===== config.mk =====
export PLATFORM = sky130hd
export DESIGN_NAME = pid_pwm_driver_flat
export DESIGN_NICKNAME = d
export VERILOG_FILES = /design/src/rtl/pid_pkg.sv /design/src/rtl/pid_pwm_driver_if.sv /design/src/rtl/pid_pwm_driver_counter.sv /design/src/rtl/pid_pwm_driver.sv /design/src/flat_wrapper.sv
export SDC_FILE = /design/constraint.sdc
export NUM_CORES = 1
export LEC_CHECK = 0
export ABC_AREA = 0
export CAP_MARGIN = 10
export CORE_AREA = 8 8 121 123
export CTS_CLUSTER_SIZE = 28
export DETAILED_ROUTE_END_ITERATION = 10
export DIE_AREA = 0 0 129 131
export HOLD_SLACK_MARGIN = 0.12
export PLACE_DENSITY = 0.81
export SYNTH_ARGS = -nofsm -noshare
export SYNTH_HDL_FRONTEND = slang
export SYNTH_SLANG_ARGS = --single-unit

===== constraint.sdc =====
create_clock -name clk -period 8.3 [get_ports clk]
set_input_delay 1.245 -clock clk [delete_from_list [all_inputs] [get_ports clk]]
set_output_delay 1.245 -clock clk [all_outputs]
set_load 0.005 [all_outputs]

===== src/rtl/pid_pkg.sv =====
// Shared types and helpers for the PID actuator stage.
package pid_pkg;

    // Signed control word produced by the PID stage.
    typedef logic signed [15:0] ctrl_t;

    // Driver operating state.
    typedef enum logic [1:0] {
        IDLE = 2'd0,
        RUN  = 2'd1,
        DEAD = 2'd2
    } pwm_state_t;

    // |v| in 17 bits so that -32768 maps to +32768 instead of wrapping.
    function automatic logic [16:0] ctrl_magnitude(input ctrl_t v);
        logic [16:0] ext;
        ext = {v[15], v};
        return v[15] ? (~ext + 17'd1) : ext;
    endfunction

endpackage


===== src/rtl/pid_pwm_driver_if.sv =====
// Control/actuator bundle between the PID stage (master) and the PWM driver (slave).
interface pid_pwm_driver_if
    import pid_pkg::*;
#(
    parameter int CNT_W = 16
) ();

    logic             enable;
    ctrl_t            control_in;
    logic             control_valid;
    logic             pwm_out;
    logic             dir_out;
    logic [CNT_W-1:0] duty_q;
    logic             period_start;
    logic             sat_flag;

    modport master (
        output enable, control_in, control_valid,
        input  pwm_out, dir_out, duty_q, period_start, sat_flag
    );

    modport slave (
        input  enable, control_in, control_valid,
        output pwm_out, dir_out, duty_q, period_start, sat_flag
    );

endinterface


===== src/rtl/pid_pwm_driver_counter.sv =====
// PWM period counter: counts 0..PERIOD-1 while running, holds at 0 otherwise,
// flags the last cycle of a period and registers the period-start pulse.
module pwm_period_counter #(
    parameter int PERIOD = 1000,
    parameter int CNT_W  = 16
) (
    input  logic             clk,
    input  logic             reset,
    input  logic             run_now,      // driver is in RUN this cycle
    input  logic             run_next,     // driver will be in RUN next cycle
    output logic [CNT_W-1:0] cnt_next,     // counter value after the coming edge
    output logic             boundary,     // this cycle is cnt==PERIOD-1 in RUN
    output logic             period_start  // registered: cnt==0 in RUN
);

    localparam logic [CNT_W-1:0] LAST = CNT_W'(PERIOD - 1);

    logic [CNT_W-1:0] cnt_q;

    // Next count: advance only when running across the edge; entering RUN or
    // leaving it always lands on 0.
    always_comb begin
        // NOTE: every always_comb output gets a default first so no path can infer a latch.
        cnt_next = '0;
        if (run_now && run_next && cnt_q != LAST) begin
            cnt_next = cnt_q + 1'b1;
        end
    end

    assign boundary = run_now && (cnt_q == LAST);

    // Counter and period-start pulse registered from the same next-state values.
    always_ff @(posedge clk or posedge reset) begin
        if (reset) begin
            cnt_q        <= '0;
            period_start <= 1'b0;
        end else begin
            // NOTE: sequential state uses non-blocking assignments so all registers update together.
            cnt_q        <= cnt_next;
            period_start <= run_next && (cnt_next == '0);
        end
    end

endmodule


===== src/rtl/pid_pwm_driver.sv =====
// PWM/direction driver downstream of the PID controller: saturates the control
// magnitude to the period, slew-limits duty once per period and routes every
// direction reversal through zero duty plus a dead-time gap.
module pid_pwm_driver
    import pid_pkg::*;
#(
    parameter int PERIOD   = 1000,
    parameter int CNT_W    = 16,
    parameter int MAX_STEP = 64,
    parameter int DEADTIME = 4
) (
    input  logic              clk,
    input  logic              reset,
    pid_pwm_driver_if.slave   bus
);

    localparam logic [CNT_W-1:0] PERIOD_C = CNT_W'(PERIOD);
    localparam logic [CNT_W-1:0] STEP_C   = CNT_W'(MAX_STEP);
    localparam int               DW       = (DEADTIME > 1) ? $clog2(DEADTIME) : 1;
    localparam logic [DW-1:0]    DEAD_END = DW'(DEADTIME - 1);

    pwm_state_t       state, state_d;
    logic [DW-1:0]    dead_cnt, dead_cnt_d;
    logic [CNT_W-1:0] duty, duty_d;
    logic             dir, dir_d;
    logic             pwm, pwm_d;
    ctrl_t            pending;
    logic [CNT_W-1:0] target;
    logic             sat;

    logic [16:0]      mag;
    logic             mag_over;
    logic             reversal;
    logic [CNT_W-1:0] cnt_next;
    logic             boundary;

    // Move cur toward tgt by at most MAX_STEP, never overshooting.
    function automatic logic [CNT_W-1:0] slew(input logic [CNT_W-1:0] cur,
                                              input logic [CNT_W-1:0] tgt);
        logic [CNT_W-1:0] diff;
        if (tgt > cur) begin
            diff = tgt - cur;
            return (diff > STEP_C) ? cur + STEP_C : tgt;
        end
        diff = cur - tgt;
        return (diff > STEP_C) ? cur - STEP_C : tgt;
    endfunction

    pwm_period_counter #(
        .PERIOD (PERIOD),
        .CNT_W  (CNT_W)
    ) u_counter (
        .clk          (clk),
        .reset        (reset),
        .run_now      (state == RUN),
        .run_next     (state_d == RUN),
        .cnt_next     (cnt_next),
        .boundary     (boundary),
        .period_start (bus.period_start)
    );

    assign mag      = ctrl_magnitude(bus.control_in);
    assign mag_over = 32'(mag) > 32'(PERIOD);
    // A zero word carries no sign, so it can never request a reversal.
    assign reversal = (pending != '0) && (pending[15] != dir);

    // Sample latch: last valid word in a period wins; target is pre-clamped.
    always_ff @(posedge clk or posedge reset) begin
        if (reset) begin
            pending <= '0;
            target  <= '0;
            sat     <= 1'b0;
        end else if (bus.control_valid) begin
            pending <= bus.control_in;
            target  <= mag_over ? PERIOD_C : CNT_W'(mag);
            sat     <= mag_over;
        end
    end

    // Next-state logic: enable gating, boundary slew, reversal and dead time.
    always_comb begin
        state_d    = state;
        dead_cnt_d = dead_cnt;
        duty_d     = duty;
        dir_d      = dir;
        if (!bus.enable) begin
            state_d    = IDLE;
            dead_cnt_d = '0;
            duty_d     = '0;
        end else begin
            case (state)
                IDLE: begin
                    state_d = RUN;
                    duty_d  = '0;
                end
                RUN: begin
                    if (boundary) begin
                        if (reversal && duty == '0) begin
                            state_d    = DEAD;
                            dead_cnt_d = '0;
                        end else begin
                            duty_d = slew(duty, reversal ? '0 : target);
                        end
                    end
                end
                DEAD: begin
                    if (dead_cnt == DEAD_END) begin
                        state_d    = RUN;
                        dead_cnt_d = '0;
                        dir_d      = ~dir;
                        duty_d     = '0;
                    end else begin
                        dead_cnt_d = dead_cnt + 1'b1;
                    end
                end
                default: begin
                    state_d = IDLE;
                    duty_d  = '0;
                end
            endcase
        end
        pwm_d = (state_d == RUN) && (cnt_next < duty_d);
    end

    // State and output registers; pwm and duty share the edge so they stay aligned.
    always_ff @(posedge clk or posedge reset) begin
        if (reset) begin
            state    <= IDLE;
            dead_cnt <= '0;
            duty     <= '0;
            dir      <= 1'b0;
            pwm      <= 1'b0;
        end else begin
            state    <= state_d;
            dead_cnt <= dead_cnt_d;
            duty     <= duty_d;
            dir      <= dir_d;
            pwm      <= pwm_d;
        end
    end

    assign bus.pwm_out  = pwm;
    assign bus.dir_out  = dir;
    assign bus.duty_q   = duty;
    assign bus.sat_flag = sat;

endmodule


===== src/flat_wrapper.sv =====
// flat-port wrapper written by rule: the top's interface ports become plain ports
module pid_pwm_driver_flat import pid_pkg::*;
#(
    parameter int PERIOD   = 1000,
    parameter int CNT_W    = 16,
    parameter int MAX_STEP = 64,
    parameter int DEADTIME = 4
)
  (clk, reset, bus_enable, bus_control_in, bus_control_valid, bus_pwm_out, bus_dir_out, bus_duty_q, bus_period_start, bus_sat_flag);
  pid_pwm_driver_if #(.CNT_W(CNT_W)) bus_i ();
  input  logic clk;
  input  logic reset;
  input wire logic [$bits(bus_i.enable)-1:0] bus_enable;
  input wire logic [$bits(bus_i.control_in)-1:0] bus_control_in;
  input wire logic [$bits(bus_i.control_valid)-1:0] bus_control_valid;
  output wire logic [$bits(bus_i.pwm_out)-1:0] bus_pwm_out;
  output wire logic [$bits(bus_i.dir_out)-1:0] bus_dir_out;
  output wire logic [$bits(bus_i.duty_q)-1:0] bus_duty_q;
  output wire logic [$bits(bus_i.period_start)-1:0] bus_period_start;
  output wire logic [$bits(bus_i.sat_flag)-1:0] bus_sat_flag;
  assign bus_i.enable = bus_enable;
  assign bus_i.control_in = bus_control_in;
  assign bus_i.control_valid = bus_control_valid;
  assign bus_pwm_out = bus_i.pwm_out;
  assign bus_dir_out = bus_i.dir_out;
  assign bus_duty_q = bus_i.duty_q;
  assign bus_period_start = bus_i.period_start;
  assign bus_sat_flag = bus_i.sat_flag;
  pid_pwm_driver #(.PERIOD(PERIOD), .CNT_W(CNT_W), .MAX_STEP(MAX_STEP), .DEADTIME(DEADTIME)) u_core (.clk(clk), .reset(reset), .bus(bus_i));
endmodule

==> results.json <==
{
  "regToRegEndpoint": "u_core.bus.pwm_out",
  "routed-via-count": 6516,
  "fin_nets": 945,
  "nFillCells": 1157,
  "cp.required_ns": 8.53,
  "clockBufferDepth": 2,
  "skew_ns": 0.0112,
  "area_growth_pct": 11.9,
  "cts_setup_buffers": 0,
  "ios": 40,
  "layout_commonest_cell": "nand2_1",
  "leakage_nw": 3.28,
  "die-area_um2": 16900,
  "synth-edff-count": 0,
  "startpoint": "u_core.pending[15]",
  "clkTransAtPathRegs_ns": 0.06,
  "grt-ovfl-total": 0,
  "clk_latency_ns": 0.35,
  "cellPowerDensity_nw_per_um2": 127,
  "place.port_buffers": 39,
  "cts_tree": "done",
  "wl_per_cell_um": 17.6,
  "drc": 0,
  "ys_seq_area_share_pct": 26.5,
  "dp.cells": 1036,
  "worstSetupPathType": "flop to flop",
  "cts_root_buf": "clkbuf_16",
  "period_needed_ns": 7.56,
  "netlist_area_um2": 6790,
  "finalSetupTns_ns": 0,
  "grt_pass1_wl_um": 30700,
  "fin_cells": 1052,
  "yosys.cell_types.count": 75,
  "dieHeight_um": 131,
  "r2r_setup_slack_ns": 0.74,
  "num_rows": 42,
  "r2r_cells": 25,
  "syn-instance-count": 857,
  "start_util_pct": 52.8,
  "layout-drive-gt1-share_pct": 6.51,
  "drv_slew": 0,
  "syn_area_per_cell_um2": 7.93,
  "synthArstFlopShare_pct": 100,
  "crit-reg2reg-launch": "u_core.pending[15]",
  "status": "completed",
  "multi_input_area_um2": 4640,
  "cts_max_level": 3,
  "fin_crit_sh_pct": 91.1,
  "final_cell_mix": "83 x nand2_1, 80 x nor2_1, 72 x dfrtp_1, 53 x ha_1",
  "vdd_drop_max_mv": 0.140,
  "synthFlopType": "dfrtp_1",
  "coreArea_um2": 12900,
  "drt_first_iter_violations": 797,
  "max_freq_mhz": 132,
  "min_path_type": "flop to flop",
  "globalplace.congestion": 0.913,
  "min_path_cells": 1,
  "crit_path_end": "u_core.bus.pwm_out",
  "ys_warn_count": 0,
  "fp.dieW_um": 129,
  "grt_pass1_vias": 6151,
  "start_kind": "flop",
  "dr.pass1.iters": 5,
  "relSlewSlack_pct": 35.2,
  "setup_violations": 0,
  "cts_resized": 0,
  "timing.max_cap.violations": 0,
  "cts_buffers": 9,
  "worstMarginPinSlew_ns": 0.964,
  "syn_nets": 931,
  "hold_buffers": 0,
  "critPathMaxStageDelay_ns": 0.66,
  "cp_data_arrival_time_ns": 7.80,
  "synth-seq-cells": 72,
  "totalWireLength_um": 18600,
  "hold_violations": 0,
  "grt_max_degree": 73,
  "worst-path-max-fanout": 15,
  "cp_num_cells": 25,
  "cp_num_buf_inv": 3,
  "antenna_left": 0,
  "seqCellArea_um2": 1800,
  "rsz0062_at_grt": "no",
  "clkSinkCount": 72,
  "dp_hpwl_um": 14100,
  "slowest_stage": "o41ai_4",
  "via_per_inst": 6.19,
  "final_util_pct": 59.0,
  "grt.total_usage_pct": 22.6,
  "antennaDiodeCount": 0,
  "antenna_found_initial": 0,
  "critPathCaptureType": "flop",
  "cp_top_family": "simple AND/OR/NAND/NOR gates"
}
[cell type report]
type / instances / share of cell area (%)
clock buffers: 11 / 3.33
clock inverters: 5 / 0.724
inverters: 51 / 2.52
multi-input cells: 691 / 61.0
flip-flops and latches: 72 / 23.7
well taps: 176 / 2.90
repair buffers: 46 / 5.83
[cells in the mapped netlist, types with 3 or more instances]
library cell	instances	share of area [%]
ha_1	53	9.8
nor4b_1	3	0.39
or2_2	5	0.46
nor3_1	23	1.7
o2bb2ai_1	3	0.39
o31ai_1	9	0.99
and2_1	7	0.64
nor4_1	8	0.74
mux2_2	18	3.0
o211a_1	9	1.3
mux2i_1	7	1.0
o21ai_0	50	3.7
a21o_1	14	1.5
a31oi_1	10	0.92
nand3_1	35	2.6
dfrtp_1	72	27
xnor2_1	21	2.7
a211o_1	3	0.39
nand2b_1	10	0.92
nand2_1	83	4.6
inv_1	51	2.8
nand4_1	11	1.0
and4_1	5	0.64
o21a_1	11	1.2
or4_1	7	0.77
a21oi_1	46	3.4
or3_1	11	1.0
a211oi_1	9	0.99
o2111ai_1	4	0.52
nor3b_1	4	0.44
a22oi_1	7	0.77
a2111oi_0	3	0.39
clkbuf_1	38	2.1
o221ai_1	3	0.39
a22o_1	5	0.64
o22ai_1	11	1.0
xor2_1	23	3.0
nor2b_1	15	1.4
nor2_1	80	4.4
nand3b_1	5	0.55
and3_1	9	0.83
o211ai_1	14	1.5
[registers in the layout, indices dropped and copies added, names as in the netlist]
name,cells
u_core.u_counter.cnt_q,16
u_core.target,16
u_core.u_counter.period_start,1
u_core.pending,16
u_core.dead_cnt,2
u_core.bus.duty_q,16
u_core.bus.pwm_out,1
u_core.bus.sat_flag,1
u_core.bus.dir_out,1
u_core.state,2
[layer usage]
metal  vias up  track usage [%]  share of wire, %
met2       224             36.2                46
li1       3168                -                 -
met3        34             4.22               6.2
met1      3090             29.6                45
met5         -                0                 0
met4         0             8.78               2.6
[per-stage QoR]
| stage | cell area (um^2) | hold WS, ns | worst slack (ns) | power (mW) |
|---|---|---|---|---|
| after CTS | 7600 | 0.495 | 0.882 | 0.968 |
| after floorplan | 6790 | 0.455 | 1.39 | 0.513 |
| after global routing | 7600 | 0.517 | 0.0403 | 1.01 |
| final | 7600 | 0.495 | 0.738 | 0.969 |
| after global placement | 7290 | 0.473 | 1.02 | 0.564 |
| after detailed placement | 7290 | 0.483 | 0.910 | 0.566 |
[how the worst min path moves through the flow]
stage,startpoint,to,slack [ns]
2_1_floorplan,u_core.target[11],u_core.target[11],0.46
3_3_place_gp,u_core.target[11],u_core.target[11],0.47
3_5_place_dp,u_core.target[11],u_core.target[11],0.48
4_1_cts,u_core.target[11],u_core.target[11],0.50
5_1_grt,u_core.pending[3],u_core.pending[3],0.52
6_report,u_core.target[15],u_core.target[15],0.50
[cell families after synthesis]
logic type / count (synthesis) / synth area share, %
AO/OA/AOI/OAI: 239 / 24.2
XOR/XNOR: 44 / 5.67
adder cells (fa/ha/maj): 54 / 10.1
buffers and inverters: 94 / 5.34
flip-flops: 72 / 26.5
multiplexers: 25 / 4.01
AND/OR/NAND/NOR: 329 / 24.2
[report_power, final]
part           leakage, nW  total (mW)  switching [mW]  internal (mW)
registers            0.930       0.368         0.00675          0.361
logic                 2.20       0.196           0.120         0.0760
clock network        0.148       0.404           0.156          0.248
(Power assumes the default switching activity.)
